[config.mk]
export PLATFORM = sky130hd
export DESIGN_NAME = deserializer
export DESIGN_NICKNAME = d
export VERILOG_FILES = /design/src/rtl/ser_pkg.sv /design/src/rtl/deser_out_buf.sv /design/src/rtl/deserializer.sv
export SDC_FILE = /design/constraint.sdc
export NUM_CORES = 1
export LEC_CHECK = 0
export ABC_AREA = 1
export CAP_MARGIN = 20
export CORE_MARGIN = 3
export CORE_UTILIZATION = 32
export DETAILED_ROUTE_END_ITERATION = 7
export PLACE_DENSITY = 0.46
export SLEW_MARGIN = 20
export SYNTH_ARGS = -nofsm -noshare
export SYNTH_HDL_FRONTEND = slang
export SYNTH_HIERARCHICAL = 1
export SYNTH_SLANG_ARGS = --single-unit
[constraint.sdc]
create_clock -name clk_i -period 2.9 [get_ports clk_i]
set_clock_uncertainty 0.15 [all_clocks]
set_input_delay 0.87 -clock clk_i [delete_from_list [all_inputs] [get_ports clk_i]]
set_output_delay 0.87 -clock clk_i [all_outputs]
set_load 0.005 [all_outputs]
[src/rtl/ser_pkg.sv]
// Constants and types shared by the serializer / deserializer pair.
// Both ends of the link import this so frame sizing cannot drift apart.
package ser_pkg;

    localparam int SER_WIDTH    = 16;
    localparam int SER_MIN_BITS = 3;

    typedef logic [SER_WIDTH-1:0]         ser_word_t;
    typedef logic [$clog2(SER_WIDTH)-1:0] ser_mod_t;

    // Width of the "bit count mod WIDTH" field for a given word width.
    function automatic int ser_mod_bits(input int width);
        return $clog2(width);
    endfunction

endpackage

[src/rtl/deser_out_buf.sv]
// Two-entry ready/valid FIFO holding {word, mod} for the deserializer.
// Outputs come straight from registers; the head reads 0 whenever the FIFO is empty.
module deser_out_buf
    import ser_pkg::*;
#(
    parameter int DW = SER_WIDTH + ser_mod_bits(SER_WIDTH)
) (
    input  logic          clk_i,
    input  logic          srst_i,
    input  logic          push_i,
    input  logic [DW-1:0] push_data_i,
    input  logic          ready_i,
    output logic          full_o,
    output logic          pop_o,
    output logic          val_o,
    output logic [DW-1:0] data_o
);

    logic [1:0]    count_q, count_d;
    logic [DW-1:0] head_q,  head_d;
    logic [DW-1:0] tail_q,  tail_d;
    logic          pop;

    always_comb begin
        // NOTE: every always_comb output gets a default first so no path can infer a latch.
        count_d = count_q;
        head_d  = head_q;
        tail_d  = tail_q;
        pop     = (count_q != 2'd0) && ready_i;

        unique case (count_q)
            2'd0: begin
                if (push_i) begin
                    head_d  = push_data_i;
                    count_d = 2'd1;
                end
            end
            2'd1: begin
                if (push_i && pop) begin
                    head_d = push_data_i;
                end else if (pop) begin
                    head_d  = '0;
                    count_d = 2'd0;
                end else if (push_i) begin
                    tail_d  = push_data_i;
                    count_d = 2'd2;
                end
            end
            default: begin
                // Full: a push is only taken when the head leaves in the same cycle.
                if (pop) begin
                    head_d = tail_q;
                    if (push_i) begin
                        tail_d = push_data_i;
                    end else begin
                        tail_d  = '0;
                        count_d = 2'd1;
                    end
                end
            end
        endcase
    end

    always_ff @(posedge clk_i) begin
        // NOTE: both storage slots are reset (not just count) because the head drives the outputs and must read 0.
        if (srst_i) begin
            count_q <= 2'd0;
            head_q  <= '0;
            tail_q  <= '0;
        end else begin
            count_q <= count_d;
            head_q  <= head_d;
            tail_q  <= tail_d;
        end
    end

    assign full_o = (count_q == 2'd2);
    assign pop_o  = pop;
    assign val_o  = (count_q != 2'd0);
    assign data_o = head_q;

endmodule

[src/rtl/deserializer.sv]
// Packs an MSB-first serial stream into left-aligned words with a bit count,
// flagging runt frames and words dropped because the output buffer was full.
module deserializer
    import ser_pkg::*;
#(
    parameter int WIDTH    = SER_WIDTH,
    parameter int MIN_BITS = SER_MIN_BITS
) (
    input  logic                     clk_i,
    input  logic                     srst_i,
    input  logic                     ser_data_i,
    input  logic                     ser_data_val_i,
    output logic [WIDTH-1:0]         deser_data_o,
    output logic [$clog2(WIDTH)-1:0] deser_data_mod_o,
    output logic                     deser_data_val_o,
    input  logic                     deser_data_ready_i,
    output logic                     overflow_o,
    output logic                     runt_o
);

    localparam int MW = $clog2(WIDTH);
    localparam int CW = MW + 1;
    localparam int DW = WIDTH + MW;

    logic [WIDTH-1:0] sr_q,   sr_d;
    logic [CW-1:0]    cnt_q,  cnt_d;
    logic             runt_q, runt_d;
    logic             ovf_q,  ovf_d;
    logic [MW-1:0]    bit_idx;

    logic             push;
    logic [WIDTH-1:0] push_word;
    logic [MW-1:0]    push_mod;
    logic             buf_full;
    logic             buf_pop;
    logic [DW-1:0]    buf_data;

    always_comb begin
        sr_d      = sr_q;
        cnt_d     = cnt_q;
        runt_d    = 1'b0;
        push      = 1'b0;
        push_word = sr_q;
        push_mod  = cnt_q[MW-1:0];
        bit_idx   = MW'(WIDTH - 1) - cnt_q[MW-1:0];

        if (ser_data_val_i) begin
            sr_d[bit_idx] = ser_data_i;
            if (cnt_q == CW'(WIDTH - 1)) begin
                // Last bit of a full word: push it now so a new frame can start next cycle.
                push      = 1'b1;
                push_word = sr_d;
                push_mod  = '0;
                sr_d      = '0;
                cnt_d     = '0;
            end else begin
                cnt_d = cnt_q + CW'(1);
            end
        end else if (cnt_q != '0) begin
            if (cnt_q < CW'(MIN_BITS)) begin
                runt_d = 1'b1;
            end else begin
                push = 1'b1;
            end
            sr_d  = '0;
            cnt_d = '0;
        end

        ovf_d = push && buf_full && !buf_pop;
    end

    always_ff @(posedge clk_i) begin
        // NOTE: sequential state uses non-blocking assignments so every register samples pre-edge values.
        if (srst_i) begin
            sr_q   <= '0;
            cnt_q  <= '0;
            runt_q <= 1'b0;
            ovf_q  <= 1'b0;
        end else begin
            sr_q   <= sr_d;
            cnt_q  <= cnt_d;
            runt_q <= runt_d;
            ovf_q  <= ovf_d;
        end
    end

    deser_out_buf #(
        .DW (DW)
    ) u_out_buf (
        .clk_i       (clk_i),
        .srst_i      (srst_i),
        .push_i      (push),
        .push_data_i ({push_word, push_mod}),
        .ready_i     (deser_data_ready_i),
        .full_o      (buf_full),
        .pop_o       (buf_pop),
        .val_o       (deser_data_val_o),
        .data_o      (buf_data)
    );

    assign deser_data_o     = buf_data[DW-1:MW];
    assign deser_data_mod_o = buf_data[MW-1:0];
    assign runt_o           = runt_q;
    assign overflow_o       = ovf_q;

endmodule

* After elaboration in Yosys (flattened, before gate mapping) *
Cells that the tools add are included.

word-level totals
  logic and storage cells = 75
  register bits = 65
  output and inout bits = 23

operators by class
  equality and inequality tests = 10
  mux-type cells = 35
  $lt $le $gt $ge = 3
  add/subtract/negate cells = 2
  reduce and logical (&&, ||, !) cells = 16
  bitwise gates (word level) = 2

operators with widths
  kind                                                                count
  2-to-1 mux 20 bit                                                   8
  2-to-1 mux 16 bit                                                   5
  one-hot mux 20 bit (2 select lines)                                 2
  bitwise mux 16 bit                                                  1
  2-to-1 mux 5 bit                                                    3
  2-to-1 mux 2 bit                                                    6
  AND reduction 5 bit                                                 2
  2-to-1 mux 4 bit                                                    2
  2-to-1 mux 1 bit                                                    6
  != test 3 x 2 -> 1 bit (second input constant)                      2
  nonzero test 2 bit                                                  3
  adder 5 x 1 -> 5 bit (second input constant)                        1
  equality test 5 x 4 -> 1 bit (second input constant)                1
  logical AND 1 bit                                                   5
  less-than comparator 4 x 5 -> 1 bit (second input constant)         1
  less-than comparator 5 x 2 -> 1 bit (second input constant)         1
  nonzero test 5 bit                                                  1
  demux 1 bit (select 4 bit)                                          1
  greater-or-equal comparator 4 x 1 -> 1 bit (second input constant)  1
  != test 2 x 1 -> 1 bit (second input constant)                      2
  != test 2 bit (second input constant)                               2
  one-hot mux 2 bit (2 select lines)                                  1
  subtractor 4 bit (first input constant)                             1
  != test 3 bit (second input constant)                               1
  8 further kinds                                                     9

* Logic depth before layout (Yosys ltp) *
Gate-level depths: netlist (run 1).

  word-level depth = 12
  mapped depth = 14
  gate-level depth less buffers = 12

* Modules after synthesis *
The synthesis (run 1) kept the hierarchy.

by module, submodules not included
  module         area an instance (um^2)  cells each  instances
  deser_out_buf  2,052.0                  310         1
  deserializer   1,411.4                  213         1

* Worst setup path after synthesis (run 1) *
OpenSTA, ideal clock, no wires.

  path type = register to register
  from = register cnt_q[0]
  to = register u_out_buf.tail_q[0]
  arrival time = 1.800 ns
  setup time = 0.113 ns
  slack = 0.838 ns
  cell stages (with the launch flop) = 15
  cells stage by stage = dfxtp_1 -> ha_1 -> buf_2 -> nand3_2 -> nor2_2 -> nand2_1 -> nand2_1 -> inv_2 -> nor2_1 -> nand2_1 -> nand2_2 -> buf_4 -> nand2_1 -> nand2_1 -> nor2_1

between the ends
  longest elaborated chain between the ends = 7

ends and longest elaborated chain
  element                                                                     line                                      source
  start: declaration                                                          deserializer.sv:26                        logic [CW-1:0] cnt_q, cnt_d;
  start signal: assignment                                                    deserializer.sv:81                        cnt_q <= cnt_d;
  less-than comparator 5 x 2 -> 1 bit                                         deserializer.sv:60                        if (cnt_q < CW'(MIN_BITS)) begin
  2-to-1 mux 1 bit                                                            deserializer.sv:60
  2-to-1 mux 1 bit                                                            deserializer.sv:59                        end else if (cnt_q != '0) begin
  2-to-1 mux 1 bit (*)                                                        deserializer.sv:47                        if (ser_data_val_i) begin
  via push                                                                    deserializer.sv:31                        logic push;
  2-to-1 mux 20 bit or logical AND 1 bit (tied branches)                      deser_out_buf.sv:53, deser_out_buf.sv:39
  2-to-1 mux 20 bit or != test 2 bit (tied branches)                          n/a
  one-hot mux 20 bit (2 select lines) or AND reduction 5 bit (tied branches)  n/a
  end signal: assignment                                                      deser_out_buf.sv:73                       tail_q <= tail_d;
  end: declaration                                                            deser_out_buf.sv:21                       logic [DW-1:0] tail_q, tail_d;

The timed path passes the listed nets; every way through them passes the cells marked *. The select of a mux whose other input is x is not followed.
A chain may end at the register's enable or synchronous reset.

* Worst setup path after layout (run 1) *
  from = register u_out_buf.count_q[0]
  to = output port deser_data_val_o

between the ends
  longest elaborated chain between the ends = 1

ends and longest elaborated chain
  element                   line                 source
  start: declaration        deser_out_buf.sv:19  logic [1:0] count_q, count_d;
  start signal: assignment  deser_out_buf.sv:71  count_q <= count_d;
  nonzero test 2 bit        deser_out_buf.sv:79  assign val_o = (count_q != 2'd0);
  end: declaration          deserializer.sv:15   output logic deser_data_val_o,

No other way between the ends.

==> results of run 1 <==
-- cell usage in the layout (no fill, tap or decap), drive strengths merged --
cell type / instances
nor2: 92
xor2: 1
nand3: 26
nor4: 1
buf: 15
bufinv: 1
inv: 22
nand2: 186
clkbuf: 14
nor3: 1
clkdlybuf4s50: 27
o21bai: 8
o21ai: 26
a21oi: 19
a21boi: 20
nand4: 7
ha: 4
clkinv: 3
dfxtp: 65
-- worst paths after layout --
check | to | startpoint | cells past startpoint | slack, ps
worst min register to register | u_out_buf/tail_q[14] | u_out_buf/tail_q[14] | 2 | 330
worst min-delay path | u_out_buf/tail_q[14] | u_out_buf/tail_q[14] | 2 | 330
worst max-delay path | deser_data_val_o | u_out_buf/count_q[0] | 3 | 460
worst max register to register | u_out_buf/tail_q[0] | cnt_q[0] | 13 | 540
-- through the flow --
stage | util | cells | hold WS (ps) | power (W)
after floorplan | - | 523 | 305 | 0.00103
after global placement | 0.366 | 658 | 313 | 0.00108
after detailed placement | 0.366 | 658 | 322 | 0.00108
after CTS | 0.386 | 674 | 336 | 0.00191
after global routing | 0.386 | 674 | 361 | 0.00196
final | 0.386 | 674 | 332 | 0.00187
-- state kept, by name, summed over array words and instances, names as in the netlist --
| name | cells |
|---|---|
| overflow_o | 1 |
| cnt_q | 5 |
| u_out_buf/data_o | 20 |
| runt_o | 1 |
| sr_q | 16 |
| u_out_buf/tail_q | 20 |
| u_out_buf/count_q | 2 |
-- cell usage after synthesis, types with 3 or more instances --
cell,count,share of area
buf_2,11,0.016
buf_6,3,0.0098
o21ai_1,20,0.029
inv_2,3,0.0033
buf_1,3,0.0033
buf_4,8,0.017
a21oi_2,9,0.023
dfxtp_1,65,0.38
nand3_1,24,0.035
clkbuf_1,17,0.018
o21bai_1,8,0.017
nand2_2,5,0.0090
inv_1,18,0.020
a21boi_1,5,0.011
a21boi_0,15,0.033
ha_1,4,0.014
a21oi_1,10,0.014
nand4_1,7,0.013
nand2_1,180,0.20
nor2_1,87,0.094
o21ai_0,6,0.0087
-- metal layers --
layer | track usage | vias to the layer above
met2 | 0.234 | 47
met5 | 0 | -
met3 | 0.0233 | 11
met1 | 0.224 | 1397
met4 | 0.0641 | 0
li1 | - | 1656
-- layout make-up --
type	count	area [sq um]
Clock buffer	14	173
Sequential cell	65	1300
Inverter	24	92.6
Clock inverter	2	35.0
Tap cell	136	170
Fill cell	1135	6390
Multi-Input combinational cell	391	1830
Timing Repair Buffer	42	420
-- worst min-delay path: cells and delay by family (launching register included) --
| family | cells | cell delay (ps) |
|---|---|---|
| simple gates | 2 | 130 |
| flops | 1 | 330 |
-- cells by family (layout without fill, tap and decap cells) --
logic type | count (synthesis) | count (layout) | share of synthesized area
flip-flops | 65 | 65 | 0.376
XOR/XNOR | 1 | 1 | 0.00253
adder cells (fa/ha/maj) | 4 | 4 | 0.0145
buffers and inverters | 67 | 82 | 0.0957
AO/OA/AOI/OAI | 73 | 73 | 0.135
AND/OR/NAND/NOR | 313 | 313 | 0.376
-- power by group through the flow --
stage	Sequential (W)	Clock [W]	Combinational, W
detailed placement	0.000933	0	0.000148
global route	0.000914	0.000880	0.000163
finish	0.000912	0.000817	0.000145
floorplan	0.000932	0	0.0000969
global placement	0.000933	0	0.000147
CTS	0.000912	0.000845	0.000148
==> impl.org, run 1 <==
** Setup path
- The worst setup path is captured at an output pin.
- Critical setup path kind :: reg2out
- Largest stage delay on the critical path :: 510 ps
- Arrival @ worst endpoint :: 1420 ps
- Traced cell by cell, the critical path runs through inv_2 -> nand2_4 -> clkdlybuf4s50_1.
- Counting both buffers and inverters, the worst setup path holds a total of 2.
- The slowest stage of the critical path belongs to the cell clkdlybuf4s50_1.
- Required time of the critical path :: 1880 ps
- Highest net fanout along the worst path :: 4
- STA classifies the critical path startpoint as a register.
- Grouping stages by cell kind, the critical path spends the most delay in buffers and inverters.

** Yosys
- Main flop type after synthesis :: dfxtp_1
- The synthesized design contains 0 enable-type register cells.
- Post-Synthesis Mean Instance Area :: 6.62 sq um
- In the synthesized netlist the async set-or-reset flop fraction comes to 0.
- After synthesis, the netlist uses 33 different library cells.
- For this run, the register share of the synthesized area comes to 0.376.
- Synth Instances :: ~520
- The number of nets in the synthesized netlist is 532.
- Number of flip-flops and latches in the synthesized netlist :: 65
- After synthesis the cells add up to 3460 sq um.
- Count of synthesis-stage warnings from yosys :: 6

** Die
- Overall die height :: 110 um
- Initial core utilization :: 0.332
- Top-level I/O count :: 28
- Chip width :: between 100 and 150 um
- The die covers 12100 sq um.
- Core Region :: 10400 sq um
- The initialized floorplan defines 37 standard-cell rows.

** Routing
- Detailed-route via count :: roughly 3.1k
- The highest layer touched by signal routing is met4.
- Average wire per cell in the routed design :: 12.9 um
- Detailed routing placed a total of roughly 3700 um of wire on met2.
- Count of antenna-violating nets left after detailed routing :: 0
- Met3 WL post-DR :: 241 um
- First-pass iteration count of the detailed router :: 4
- Wire length after detailed routing :: 8670 um
- DRC errors left :: 0
- Number of DRC markers in iteration 0 :: 161
- For this block, wires on met1 add up to 4560 um.
- Vias per Instance :: 4.62

** Power
- Cell internal power dissipation :: 0.00143 W
- Max rail drop VDD :: 152 uV
- Of the total power, registers draw 0.487.
- In this run the power density over the cells is about 470 nW/um^2.
- Fraction of power spent switching nets :: 0.239
- Relative contribution of the clock network to total power :: 0.436
- Leakage power :: between 1.5 and 2 nW
- The share of total power dissipated in combinational logic is 0.078.
- Power dissipated by switching net loads :: 0.000448 W

** STA
- Transition time at the pin with the least slew margin :: 473 ps
- Setup WS post-layout :: 464 ps
- The number of max-slew violations in the final report is 0.
- Setup repair after global routing left no endpoint under its margin.
- Measured against its own limit, the worst slew margin works out to 0.684.
- After layout, the minimum clock period comes to 2440 ps.
- Peak clock frequency supported by timing :: 0.411 GHz
- Final period util :: 0.840
- Number of failing hold endpoints at the final stage :: 0
- Total negative slack :: 0 ps
- Setup violations remaining at the end of the flow were counted as 0.

** Place
- GP Congestion :: 0.736
- Once placement finished, the instance area stood at 3810 sq um.
- Timing analysis after detailed placement gives a worst setup slack of 102 ps.
- Buffers placed on the I/O ports in this run total 27.
- Post-DP HPWL :: 5590 um

** Layout
- 0 antenna diodes ended up in the layout.
- Final non-filler cell area :: slightly above 4000 sq um
- Of the cells placed in the final design, the portion with a size suffix greater than 1 is 0.102.
- Relative to the synthesized area, the layout overhead comes to 16.1%.
- Layout net count :: 542

** Global route
- Number of global-route vias before repair :: 2866
- Total gr overflow :: 0
- Entering global routing, the biggest net connects between 40 and 50 pins.
- Wire length of the first global-routing pass :: 14600 um
- Tot GR Track Use :: 0.157
- Initial antenna violation count :: 0

** Clock tree
- Insertion delay of the later-clocked pin in the worst-skew pair :: between 300 and 400 ps
- Num Clock Sinks :: 65
- Post-cts resize count :: 0
- Clock Tree Root :: clkbuf_8
- Buffer count from post-CTS setup fixing :: 0
- Quantity of hold-fixing buffers added after cts :: 0
- Clock tree from TritonCTS :: yes
- Clock buffer depth :: 2
- After clock tree synthesis, the clock-pin slew on the worst setup and hold paths is 70 ps.
- The H-tree generated during clock tree synthesis spans 3 levels.
- Inserted Clock Buffers :: 9

** Status
- Status :: finished clean

** Job
- Max-Cap Viols :: 0

** Min path
- The path class of the tightest hold or removal check is reg2reg.
Power figures use the tool's default switching activity.
==> run 2, diff against run 1 <==
Settings changed: PLACE_DENSITY 0.46 to 0.48.
Clock period 2.9 ns to 2 ns, I/O delays scaled along.
==> run 2 against run 1 <==
Effect of this change:
- final cell count is 4.2% higher
- die area unchanged
- critical path depth is 2 lower
- critical path type unchanged
- largest power group unchanged
- highest routed layer unchanged
==> impl.org, run 2 (synthesis gave the netlist of run 1 again) <==
** Clock tree
- Clock H-tree levels :: 3 (unchanged)
- Clock slew at reported path FFs :: 80 ps (about the same)
- Clock buffer depth :: 2 (unchanged)
- The number of clock sinks seen by CTS is 65 (unchanged).
- Insertion delay of the later-clocked pin in the worst-skew pair :: 340 ps (about the same)
- In this run the clock root is driven by a clkbuf_8.
- The number of buffers created by CTS came to 9 (unchanged).
- Clock tree from TritonCTS :: yes

** Setup path
- Arrival @ worst endpoint :: 1200 ps (-220 ps)
- Ordered list of cells on the worst path :: clkdlybuf4s50_1
- The startpoint identified for the worst register-to-register timing path is cnt_q[0].
- Depth of the worst register-to-register path :: 13 (unchanged)
- Family with the most delay on the worst path :: buffers and inverters
- Count of buffer and inverter cells on the critical path :: 1 (-1)
- The worst register-to-register path ends at u_out_buf/tail_q[4].
- STA classifies the critical path startpoint as a register.
- Highest net fanout along the worst path :: 2 (-2)
- Setup slack on the worst flop-to-flop path :: 100 ps (-440 ps)
- The data required time at the worst endpoint came to 1250 ps (-630 ps).
- Max stage delay cell, worst path :: clkdlybuf4s50_1
- STA classifies the critical path endpoint as an output pin.
- The largest stage delay on the critical path came to 510 ps (about the same).
- The worst setup path is of the reg2out kind.

** Min path
- Hold path depth :: 2 (unchanged)
- Class of the most critical hold timing path :: reg2reg
- For hold timing, the worst endpoint is u_out_buf/tail_q[7].
- The startpoint identified for the worst hold timing path is u_out_buf/tail_q[7].

** Layout
- Post-route core utilization :: 0.427 (+0.0412)
- Most frequent standard cell in the layout excluding fill and tap cells :: nand2_1
- The final standard cell count with taps included and fillers excluded is 702 (+4.2%).
- The layout cell share with drive strength beyond 1 came to 0.173 (+0.0709).
- The final antenna diode count is 0 (unchanged).
- Layout area overhead :: 28.5%
- In the layout the commonest cells are nand2_1 (178), nor2_1 (85), dfxtp_1 (61).
- The post-route standard cell area excluding fillers came to 4450 sq um (+11%).
- The total number of nets in the final design is 570 (+5.2%).

** Power
- The portion of total power attributed to sequential cells is 0.483 (-0.004).
- The proportion of power drawn by combinational gates is 0.096 (+0.018).
- Relative contribution of the clock network to total power :: 0.422 (-0.014)
- Power dissipated by switching net loads :: 0.000706 W (+58%)
- The reported leakage power came to 1.85 nW (+13%).
- Max rail drop VDD :: 369 uV (+140%)
- Power per cell area :: 616 nW/um^2 (+32%)
- Cell internal power dissipation :: 0.00203 W (+43%)
- The switching share of power is 0.258 (+0.0186).

** STA
- Of the available clock period, the critical path in the final layout requires 0.974.
- The transition at the pin with the smallest max-transition slack is 291 ps (-182 ps).
- Peak clock frequency supported by timing :: 0.513 GHz
- The setup violation total in the final timing report came to 0 (unchanged).
- Worst hold slack across all endpoints :: 333 ps (+0.947 ps)
- The count of endpoints failing hold in the final timing report came to 0 (unchanged).
- The worst path setup slack after routing was 52.1 ps (-412 ps).
- Final critical-path required period :: 1950 ps
- Slew Limit Fails :: 0 (unchanged)
- The normalized max-slew margin came to 0.806 (+0.122).

** Die
- Core Region :: 10400 sq um (unchanged)
- The number of top-level pins came to 28 (unchanged).
- Full die area :: 12100 sq um (unchanged)
- The initial core utilization is 0.332 (unchanged).
- The die extent in y came to 110 um (unchanged).
- Cell Rows :: 37 (unchanged)
- The die extent in x came to 110 um (unchanged).

** Place
- The final estimated routing congestion in global placement is 0.781 (+6.1%).
- Post-DP HPWL :: 5640 um (+0.85%)
- The worst-case setup slack after placement came to -383 ps (-485 ps).
- The total instance count after detailed placement was 678 (+3.0%).
- Port Buf Inserts :: 27 (unchanged)
- Cell Area, Placed :: 4020 sq um (+5.4%)

** Routing
- The iteration-0 DRC count of the detailed router was 158 (-1.9%).
- Vias per Instance :: 4.53 (-1.8%)
- DRC errors left :: 0 (unchanged)
- The detailed-route wire length came to 9460 um (+9.1%).
- Detailed-route via count :: 3181 (+2.3%)
- The remaining number of nets flagged by the antenna check after routing is 0 (unchanged).
- Average wire per cell in the routed design :: 13.5 um (+4.8%)
- First-pass iteration count of the detailed router :: 4 (unchanged)

** Global route
- The via count of the first global-routing pass came to 2924 (+2.0%).
- The aggregate global-route resource usage came to 0.158 (+0.00190).
- Largest net degree at the start of global routing :: 41 (unchanged)
- Total gr overflow :: 0 (unchanged)
- The first-pass GRT wire length was 14900 um (+2.2%).
- Initial antenna violation count :: 0 (unchanged)

** Status
- Status :: finished clean

** Job
- Max-Cap Viols :: 0 (unchanged)
[run 2: cell count changes in the layout (fill, tap and decap cells not counted), sizes merged]
cell / before / now
dlymetal6s2s: 0 / 2
clkdlybuf4s50: 27 / 24
clkinvlp: 0 / 2
dlygate4sd2: 0 / 1
clkinv: 3 / 4
buf: 15 / 40
[run 2: tightest hold or removal path, cell delays in order (launching register included)]
cell and delay [ps]:
dfxtp_1 330, nor2_1 50, nor2_1 80
[run 2: stage by stage]
step	setup TNS (ps)	power (W)
finish	0	0.00274
global route	-22.0	0.00285
CTS	0	0.00277
detailed placement	-14080	0.00160
global placement	-12750	0.00160
floorplan	0	0.00149
[run 2: how the worst max path moves through the flow]
stage / start / endpoint / slack [ps] / cells after the start
floorplan: cnt_q[0] / u_out_buf/tail_q[0] / 20 / 14
global placement: ser_data_val_i / u_out_buf/data_o[11] / -360 / 10
detailed placement: ser_data_val_i / u_out_buf/data_o[11] / -380 / 10
CTS: ser_data_val_i / u_out_buf/data_o[3] / 20 / 10
global route: cnt_q[0] / u_out_buf/tail_q[13] / -10 / 12
finish: u_out_buf/data_o[14] / deser_data_o[10] / 50 / 1
[run 2: final cells by class]
| class | count | area [sq um] |
|---|---|---|
| clock buffer | 11 | 141 |
| sequential | 65 | 1310 |
| clock inverter | 5 | 55.1 |
| timing repair buffer | 70 | 764 |
| fill | 1055 | 5960 |
| tap | 136 | 170 |
| inverter | 24 | 92.6 |
| multi-input combinational | 391 | 1920 |
[run 2: repair_timing]
item                                    in CTS  in global routing
resized for setup                           10                 23
endpoints found under the setup margin       8                 41
hold buffers                                 0                  0
pin swaps                                    2                  7
cloned                                       1                  5
buffers inserted                             2                  0
[run 2: power groups by stage]
stage | registers (W) | clock network [W] | logic, W
after detailed placement | 0.00135 | 0 | 0.000249
after CTS | 0.00132 | 0.00119 | 0.000255
after floorplan | 0.00135 | 0 | 0.000141
after global routing | 0.00133 | 0.00123 | 0.000290
final | 0.00132 | 0.00116 | 0.000262
after global placement | 0.00135 | 0 | 0.000248
[run 2: layer usage]
| metal | wire (um) | part of all wire | vias up | global-route usage |
|---|---|---|---|---|
| li1 | - | - | 1715 | - |
| met1 | 4980 | 0.53 | 1396 | 0.229 |
| met2 | 4050 | 0.43 | 59 | 0.240 |
| met3 | 301 | 0.032 | 11 | 0.0245 |
| met4 | 131 | 0.014 | 0 | 0.0508 |
| met5 | 0 | 0 | - | 0 |
